==> src/rtl/expr_sweep_ctrl.sv <==
// ---------------------------------------------------------------------------
// expr_sweep_ctrl
//   Sequencer for exhaustive expression checks. Sweeps every stimulus vector
//   0 .. 2**A_WIDTH-1 onto dut_a, then compares the DUT response against the
//   golden response LAT cycles later under a care mask. It counts mismatching
//   vectors (saturating) and remembers the first failing vector.
//
// Ports
//   clk         rising-edge clock
//   rst         synchronous, active-high reset
//   start       begin a sweep (only honoured in IDLE)
//   abort       stop the sweep and discard in-flight vectors
//   dut_a       stimulus to the DUT and the golden model
//   dut_y       DUT response
//   ref_y       golden response
//   ref_mask    1 = bit compared, 0 = don't-care; sampled with ref_y
//   busy        high while running or draining
//   done        one-cycle pulse when a sweep completes or aborts
//   pass        valid after done: no mismatches and not aborted
//   err_cnt     number of mismatching vectors, saturating
//   first_fail  stimulus of the first mismatch, 0 if none
//   fail_seen   at least one mismatch in this sweep
// ---------------------------------------------------------------------------
module expr_sweep_ctrl #(
    parameter int A_WIDTH = 3,
    parameter int Y_WIDTH = 8,
    parameter int LAT     = 2,
    parameter int CNT_W   = 8
) (
    input  logic               clk,
    input  logic               rst,
    input  logic               start,
    input  logic               abort,
    output logic [A_WIDTH-1:0] dut_a,
    input  logic [Y_WIDTH-1:0] dut_y,
    input  logic [Y_WIDTH-1:0] ref_y,
    input  logic [Y_WIDTH-1:0] ref_mask,
    output logic               busy,
    output logic               done,
    output logic               pass,
    output logic [CNT_W-1:0]   err_cnt,
    output logic [A_WIDTH-1:0] first_fail,
    output logic               fail_seen
);

    localparam logic [A_WIDTH-1:0] A_MAX   = {A_WIDTH{1'b1}};
    localparam logic [A_WIDTH-1:0] A_ONE   = A_WIDTH'(1);
    localparam logic [CNT_W-1:0]   CNT_MAX = {CNT_W{1'b1}};
    localparam logic [CNT_W-1:0]   CNT_ONE = CNT_W'(1);

    typedef enum logic [1:0] {
        S_IDLE  = 2'd0,
        S_RUN   = 2'd1,
        S_DRAIN = 2'd2
    } state_t;

    state_t               state_r, state_s;
    logic [A_WIDTH-1:0]   dut_a_r, dut_a_s;
    logic                 busy_r, busy_s;
    logic                 done_r, done_s;
    logic                 pass_r, pass_s;
    logic [CNT_W-1:0]     err_cnt_r, err_cnt_s;
    logic [A_WIDTH-1:0]   first_fail_r, first_fail_s;
    logic                 fail_seen_r, fail_seen_s;

    logic                 issue_valid_s;
    logic                 abort_hit_s;
    logic                 cmp_valid_s;
    logic [A_WIDTH-1:0]   cmp_vec_s;
    logic                 mismatch_s;

    // A vector counts as issued in every RUN cycle; abort only matters while busy.
    assign issue_valid_s = (state_r == S_RUN);
    assign abort_hit_s   = abort && (state_r != S_IDLE);
    assign mismatch_s    = |((dut_y ^ ref_y) & ref_mask);

    generate
        if (LAT == 0) begin : g_comb
            // Combinational DUT: compare in the issue cycle.
            assign cmp_valid_s = issue_valid_s;
            assign cmp_vec_s   = dut_a_r;
        end else begin : g_pipe
            logic [LAT-1:0]     vld_r;
            logic [A_WIDTH-1:0] vec_r [0:LAT-1];

            // Valid-bit shift line; reset and abort drop every in-flight vector.
            always_ff @(posedge clk) begin
                if (rst || abort_hit_s) begin
                    vld_r <= '0;
                end else begin
                    vld_r[0] <= issue_valid_s;
                    for (int i = 1; i < LAT; i++) begin
                        vld_r[i] <= vld_r[i-1];
                    end
                end
            end

            // Vector shift line travelling alongside the valid bits.
            always_ff @(posedge clk) begin
                vec_r[0] <= dut_a_r;
                for (int i = 1; i < LAT; i++) begin
                    vec_r[i] <= vec_r[i-1];
                end
            end

            assign cmp_valid_s = vld_r[LAT-1];
            assign cmp_vec_s   = vec_r[LAT-1];
        end
    endgenerate

    // State register.
    always_ff @(posedge clk) begin
        if (rst) begin
            state_r <= S_IDLE;
        end else begin
            state_r <= state_s;
        end
    end

    // Next state and next values of all registered outputs.
    always_comb begin
        state_s      = state_r;
        dut_a_s      = dut_a_r;
        done_s       = 1'b0;
        pass_s       = pass_r;
        err_cnt_s    = err_cnt_r;
        first_fail_s = first_fail_r;
        fail_seen_s  = fail_seen_r;

        // Result bookkeeping for the vector reaching the compare point;
        // skipped when abort discards the in-flight work.
        if ((state_r != S_IDLE) && !abort && cmp_valid_s && mismatch_s) begin
            if (err_cnt_r != CNT_MAX) begin
                err_cnt_s = err_cnt_r + CNT_ONE;
            end else begin
                err_cnt_s = err_cnt_r;
            end
            if (!fail_seen_r) begin
                first_fail_s = cmp_vec_s;
                fail_seen_s  = 1'b1;
            end else begin
                first_fail_s = first_fail_r;
            end
        end else begin
            err_cnt_s = err_cnt_r;
        end

        case (state_r)
            S_IDLE: begin
                if (start) begin
                    state_s      = S_RUN;
                    dut_a_s      = '0;
                    pass_s       = 1'b0;
                    err_cnt_s    = '0;
                    first_fail_s = '0;
                    fail_seen_s  = 1'b0;
                end else begin
                    state_s = S_IDLE;
                end
            end
            S_RUN: begin
                if (abort) begin
                    state_s = S_IDLE;
                    done_s  = 1'b1;
                    pass_s  = 1'b0;
                end else if (dut_a_r == A_MAX) begin
                    // Last vector issued: hold dut_a while the pipe drains.
                    if (LAT == 0) begin
                        state_s = S_IDLE;
                        done_s  = 1'b1;
                        pass_s  = (err_cnt_s == '0);
                    end else begin
                        state_s = S_DRAIN;
                    end
                end else begin
                    dut_a_s = dut_a_r + A_ONE;
                end
            end
            S_DRAIN: begin
                if (abort) begin
                    state_s = S_IDLE;
                    done_s  = 1'b1;
                    pass_s  = 1'b0;
                end else if (cmp_valid_s && (cmp_vec_s == A_MAX)) begin
                    // Final vector compared this cycle: the pipe is now empty.
                    state_s = S_IDLE;
                    done_s  = 1'b1;
                    pass_s  = (err_cnt_s == '0);
                end else begin
                    state_s = S_DRAIN;
                end
            end
            default: begin
                state_s = S_IDLE;
            end
        endcase

        busy_s = (state_s != S_IDLE);
    end

    // Output and result registers.
    always_ff @(posedge clk) begin
        if (rst) begin
            dut_a_r      <= '0;
            busy_r       <= 1'b0;
            done_r       <= 1'b0;
            pass_r       <= 1'b0;
            err_cnt_r    <= '0;
            first_fail_r <= '0;
            fail_seen_r  <= 1'b0;
        end else begin
            dut_a_r      <= dut_a_s;
            busy_r       <= busy_s;
            done_r       <= done_s;
            pass_r       <= pass_s;
            err_cnt_r    <= err_cnt_s;
            first_fail_r <= first_fail_s;
            fail_seen_r  <= fail_seen_s;
        end
    end

    assign dut_a      = dut_a_r;
    assign busy       = busy_r;
    assign done       = done_r;
    assign pass       = pass_r;
    assign err_cnt    = err_cnt_r;
    assign first_fail = first_fail_r;
    assign fail_seen  = fail_seen_r;

endmodule

==> config.mk <==
export PLATFORM = sky130hd
export DESIGN_NAME = expr_sweep_ctrl
export DESIGN_NICKNAME = d
export VERILOG_FILES = /design/src/rtl/expr_sweep_ctrl.sv
export SDC_FILE = /design/constraint.sdc
export NUM_CORES = 1
export LEC_CHECK = 0
export ABC_AREA = 1
export CAP_MARGIN = 10
export CORE_MARGIN = 2
export CORE_UTILIZATION = 50
export CTS_CLUSTER_DIAMETER = 100
export DETAILED_ROUTE_END_ITERATION = 7
export GPL_TIMING_DRIVEN = 1
export PLACE_DENSITY = 0.86
export SETUP_SLACK_MARGIN = 0.1
export SLEW_MARGIN = 20
export SYNTH_ARGS = -nofsm -noshare
export SYNTH_HDL_FRONTEND = slang
export SYNTH_SLANG_ARGS = --single-unit
==> constraint.sdc <==
create_clock -name clk -period 2.5 [get_ports clk]
set_clock_uncertainty 0.1 [all_clocks]
set_input_delay 0.625 -clock clk [delete_from_list [all_inputs] [get_ports clk]]
set_output_delay 0.625 -clock clk [all_outputs]
set_load 0.005 [all_outputs]
==> results.txt <==
Power spread over the standard cell area amounts to about 420 mW/mm². The worst pin sits at a relative slew slack of 0.767. The area of the die came out at 0.00348 mm². The total congestion overflow after global routing is 0. VDD sags by at most 0.317 mV. The core box area is between 0.002 and 0.003 mm². Sorting the synthesized cells by area gives the leading types as dfxtp_1 37%, nand2_1 16%, inv_1 9.9%. The final hold violation count came out at 0.

In this run the post-CTS setup repair buffer count came out at 0. The setup slack on the worst flop-to-flop path is around 550 ps. Measured along the x axis, the die boundary spans 59.0 µm. The flow ran to the end, and the final reports show no timing, DRC or antenna violations. The number of pins with negative max-slew slack in the final report is 0.

The launch instance of the worst min-delay path is g_pipe.vec_r[0][2]. The number of global-route vias before repair came to about 1400. Clock latency on the worst-skew pair, taken at its later pin, is roughly 340 ps. The area added between synthesis and finish is 35.5%. The I/O pin count is 46. The startpoint identified for the worst register-to-register timing path is state_r[0].

In this run, post-CTS repair resized a total of 0 instances. The number of cells traversed by the worst hold path is 0. The post-route DRC violation count came out at 0.

The sequential share of the synthesized area came out at 0.370. The actual slew at the worst max-slew pin came out at approximately 350 ps. The total routed wirelength came out at between 3000 and 4000 µm. Of the post-synthesis cell area, the dominant cell type holds 0.370. The number of distinct library cells after synthesis is 27. The share of cells above drive strength 1 is 0.0803. The pin count of the biggest net entering global routing is 17. Setup repair after global routing left no endpoint under its margin.

The clock-pin slew of the registers on the worst-case setup and hold paths came out at approximately 160 ps. The tree is rooted in a clkbuf_4. The mean area per synthesized cell is roughly 6.7 µm².

TritonCTS created 3 clock buffers. The count of TritonRoute iterations in the first routing pass came out at 4. The biggest area consumer among synthesized cells is dfxtp_1. The routability congestion estimate from global placement came out at approximately 0.83. The minimum clock period after layout came out at approximately 2200 ps.

The half-perimeter wire length of the detailed placement result came out at approximately 2600 µm. The post-route total power came out at slightly below 0.0009 W. The residual antenna-violating net count after detailed routing came out at 0.

The type of origin of the critical path is a primary input. The fraction of the mapped netlist area in compound gates came out at 0.0917. The setup path with the least slack is of type primary input to flop. The final hold slack is 241 ps. By area, the combinational part of the netlist is dominated by simple AND/OR/NAND/NOR gates. The clock net in this run drives a total of 28 sinks. The count of input and output buffers is 45. The path with the worst hold slack has its endpoint at g_pipe.vec_r[0][5]. After filler insertion, the fill cell instance count of the layout stands at approximately 210. The maximum root-to-sink buffer count is 2. TritonCTS built the clock tree. The number of warning messages in the yosys log is 0. The path depth of the worst reg2reg path came out at 11. The max-capacitance violation count is 0. STA classifies the critical path endpoint as a flop. The top fanout value on the critical path is 8. The final worst slack is around 270 ps. The average wire length per cell after detail routing came out at about 11 µm. In the finished design, the share of the clock period the worst path needs comes to 0.890. The adder and majority cell fraction of the synthesized area came out at 0.0579. The worst slack at placement is -48.2 ps. The area share of xor/xnor cells in the synthesized design came out at 0. The wire length of the first global-routing pass came out at around 5500 µm. In this run the worst hold path is classified as flop to flop. After detailed routing, the number of vias per cell comes to approximately 5.0. The cts-stage hold buffer count is 0. The synthesized cell area came out at approximately 0.0015 mm². The initial DRC count is 40. The static leakage is 0.929 nW. The number of H-tree levels is 1. The final-report setup violation count is 0.

The number of antenna repair diodes is 0. The gate count of the mapped netlist is 227. After synthesis, the share of cell area in mux cells is 0. The initial antenna violation count came to 0.

In this run the critical register-to-register path is captured at pass. The via count came out at 1513. The floorplan step set the die height to between 50 and 60 µm.

At the worst endpoint, the required time is ~2700 ps. Of the total synthesized cell area, the portion taken by AND, OR, NAND and NOR gates is 0.359. The initial standard-cell utilization of the core is 0.540.

The maximum clock frequency came out at between 400 and 500 MHz. The floorplan has 19 rows. The data arrival time of the critical path is about 2400 ps.

The number of nets handed over by synthesis was 262. At the end of the flow, the number of nets in the layout was a little over 300. The overall track demand over capacity in global routing came out at 0.201. Counting flops and latches in the post-synthesis netlist gives 28.
-- area by class of cell --
class                   count  area, µm²  area share
clock buffers               3       22.5      0.0110
repair buffers             47        465       0.227
multi-input cells         152        769       0.375
well taps                  31       38.8      0.0189
clock inverters             1       30.0      0.0146
inverters                  43        164      0.0799
flip-flops and latches     28        561       0.273
-- how the worst max path moves through the flow --
stage | startpoint | end | slack (ps) | cells past startpoint
2_1_floorplan | dut_y[2] | pass | 730 | 14
5_1_grt | dut_y[1] | pass | 130 | 13
4_1_cts | dut_y[1] | pass | 290 | 13
3_5_place_dp | dut_y[1] | pass | -50 | 13
6_report | dut_y[0] | pass | 270 | 13
3_3_place_gp | dut_y[1] | pass | 10 | 13
-- per-layer routing --
layer / vias up / routed length [µm] / track usage
met5: - / 0 / 0
met4: 0 / 38 / 0.0682
li1: 796 / - / -
met2: 50 / 1570 / 0.362
met1: 662 / 1520 / 0.237
met3: 5 / 241 / 0.0415
-- power by group --
| group | leakage [nW] | total (W) | switching, W | internal (W) |
|---|---|---|---|---|
| logic | 0.675 | 0.000112 | 0.0000500 | 0.0000618 |
| registers | 0.226 | 0.000455 | 0.00000329 | 0.000452 |
| clock network | 0.0279 | 0.000302 | 0.000140 | 0.000162 |
-- flip-flops by register name, summed over array words and instances, names as in the netlist, 2 cells and up --
signal	flops
state_r	2
first_fail	3
err_cnt	8
g_pipe.vld_r	2
g_pipe.vec_r	6
dut_a	3
-- layout by cell type, fill, tap and decap left out, types with 2 or more instances in the layout --
| cell | netlist | routed |
|---|---|---|
| nand2_1 | 64 | 64 |
| clkdlybuf4s50_1 | 0 | 45 |
| inv_1 | 40 | 40 |
| dfxtp_1 | 28 | 28 |
| nor2_1 | 26 | 26 |
| nand3_1 | 20 | 20 |
| a21oi_1 | 7 | 7 |
| ha_1 | 7 | 7 |
| a211oi_1 | 5 | 5 |
| o21ai_0 | 5 | 5 |
| nand2_2 | 4 | 4 |
| clkbuf_4 | 0 | 3 |
| inv_2 | 2 | 2 |
| nor2_4 | 2 | 2 |
| or2_2 | 2 | 2 |
| buf_4 | 1 | 2 |
-- logic make-up after synthesis --
group | count (synthesis)
buffers and inverters | 47
adder cells (fa/ha/maj) | 7
AO/OA/AOI/OAI | 22
flip-flops | 28
AND/OR/NAND/NOR | 123
-- per-stage QoR --
| stage | instances | utilization | setup TNS [ps] | instance area, µm² |
|---|---|---|---|---|
| CTS | 305 | 0.731 | 0 | 2050 |
| detailed placement | 301 | 0.712 | -48.2 | 2000 |
| finish | 305 | 0.731 | 0 | 2050 |
| floorplan | 227 | - | 0 | 1510 |
| global route | 305 | 0.731 | 0 | 2050 |
| global placement | 301 | 0.712 | 0 | 2000 |
-- synth_stat cells --
library cell / n
nor2_1: 26
nand2_1: 64
buf_4: 1
nand3_2: 1
dfxtp_1: 28
nand3b_1: 1
nor2_4: 2
o32ai_1: 1
a31oi_1: 1
nand2_4: 1
clkbuf_1: 2
buf_2: 1
a21oi_2: 1
a221oi_1: 1
or2_2: 2
a21oi_1: 7
inv_4: 1
ha_1: 7
a41oi_1: 1
a211oi_1: 5
inv_2: 2
inv_1: 40
nand2_2: 4
o21ai_0: 5
nand3_1: 20
nor3_2: 1
nor2_2: 1
-- critical path: stages --
cell	delay (ps)
clkdlybuf4s50_1	480
nand2_1	60
nand3_1	70
nand2_1	50
nor2_1	120
nand2_1	190
nand2_1	210
inv_1	100
nand2_1	90
nand2_1	70
nor2_1	140
nand3_2	100
a21oi_2	110
No activity file was read; power rests on OpenSTA's default activity.
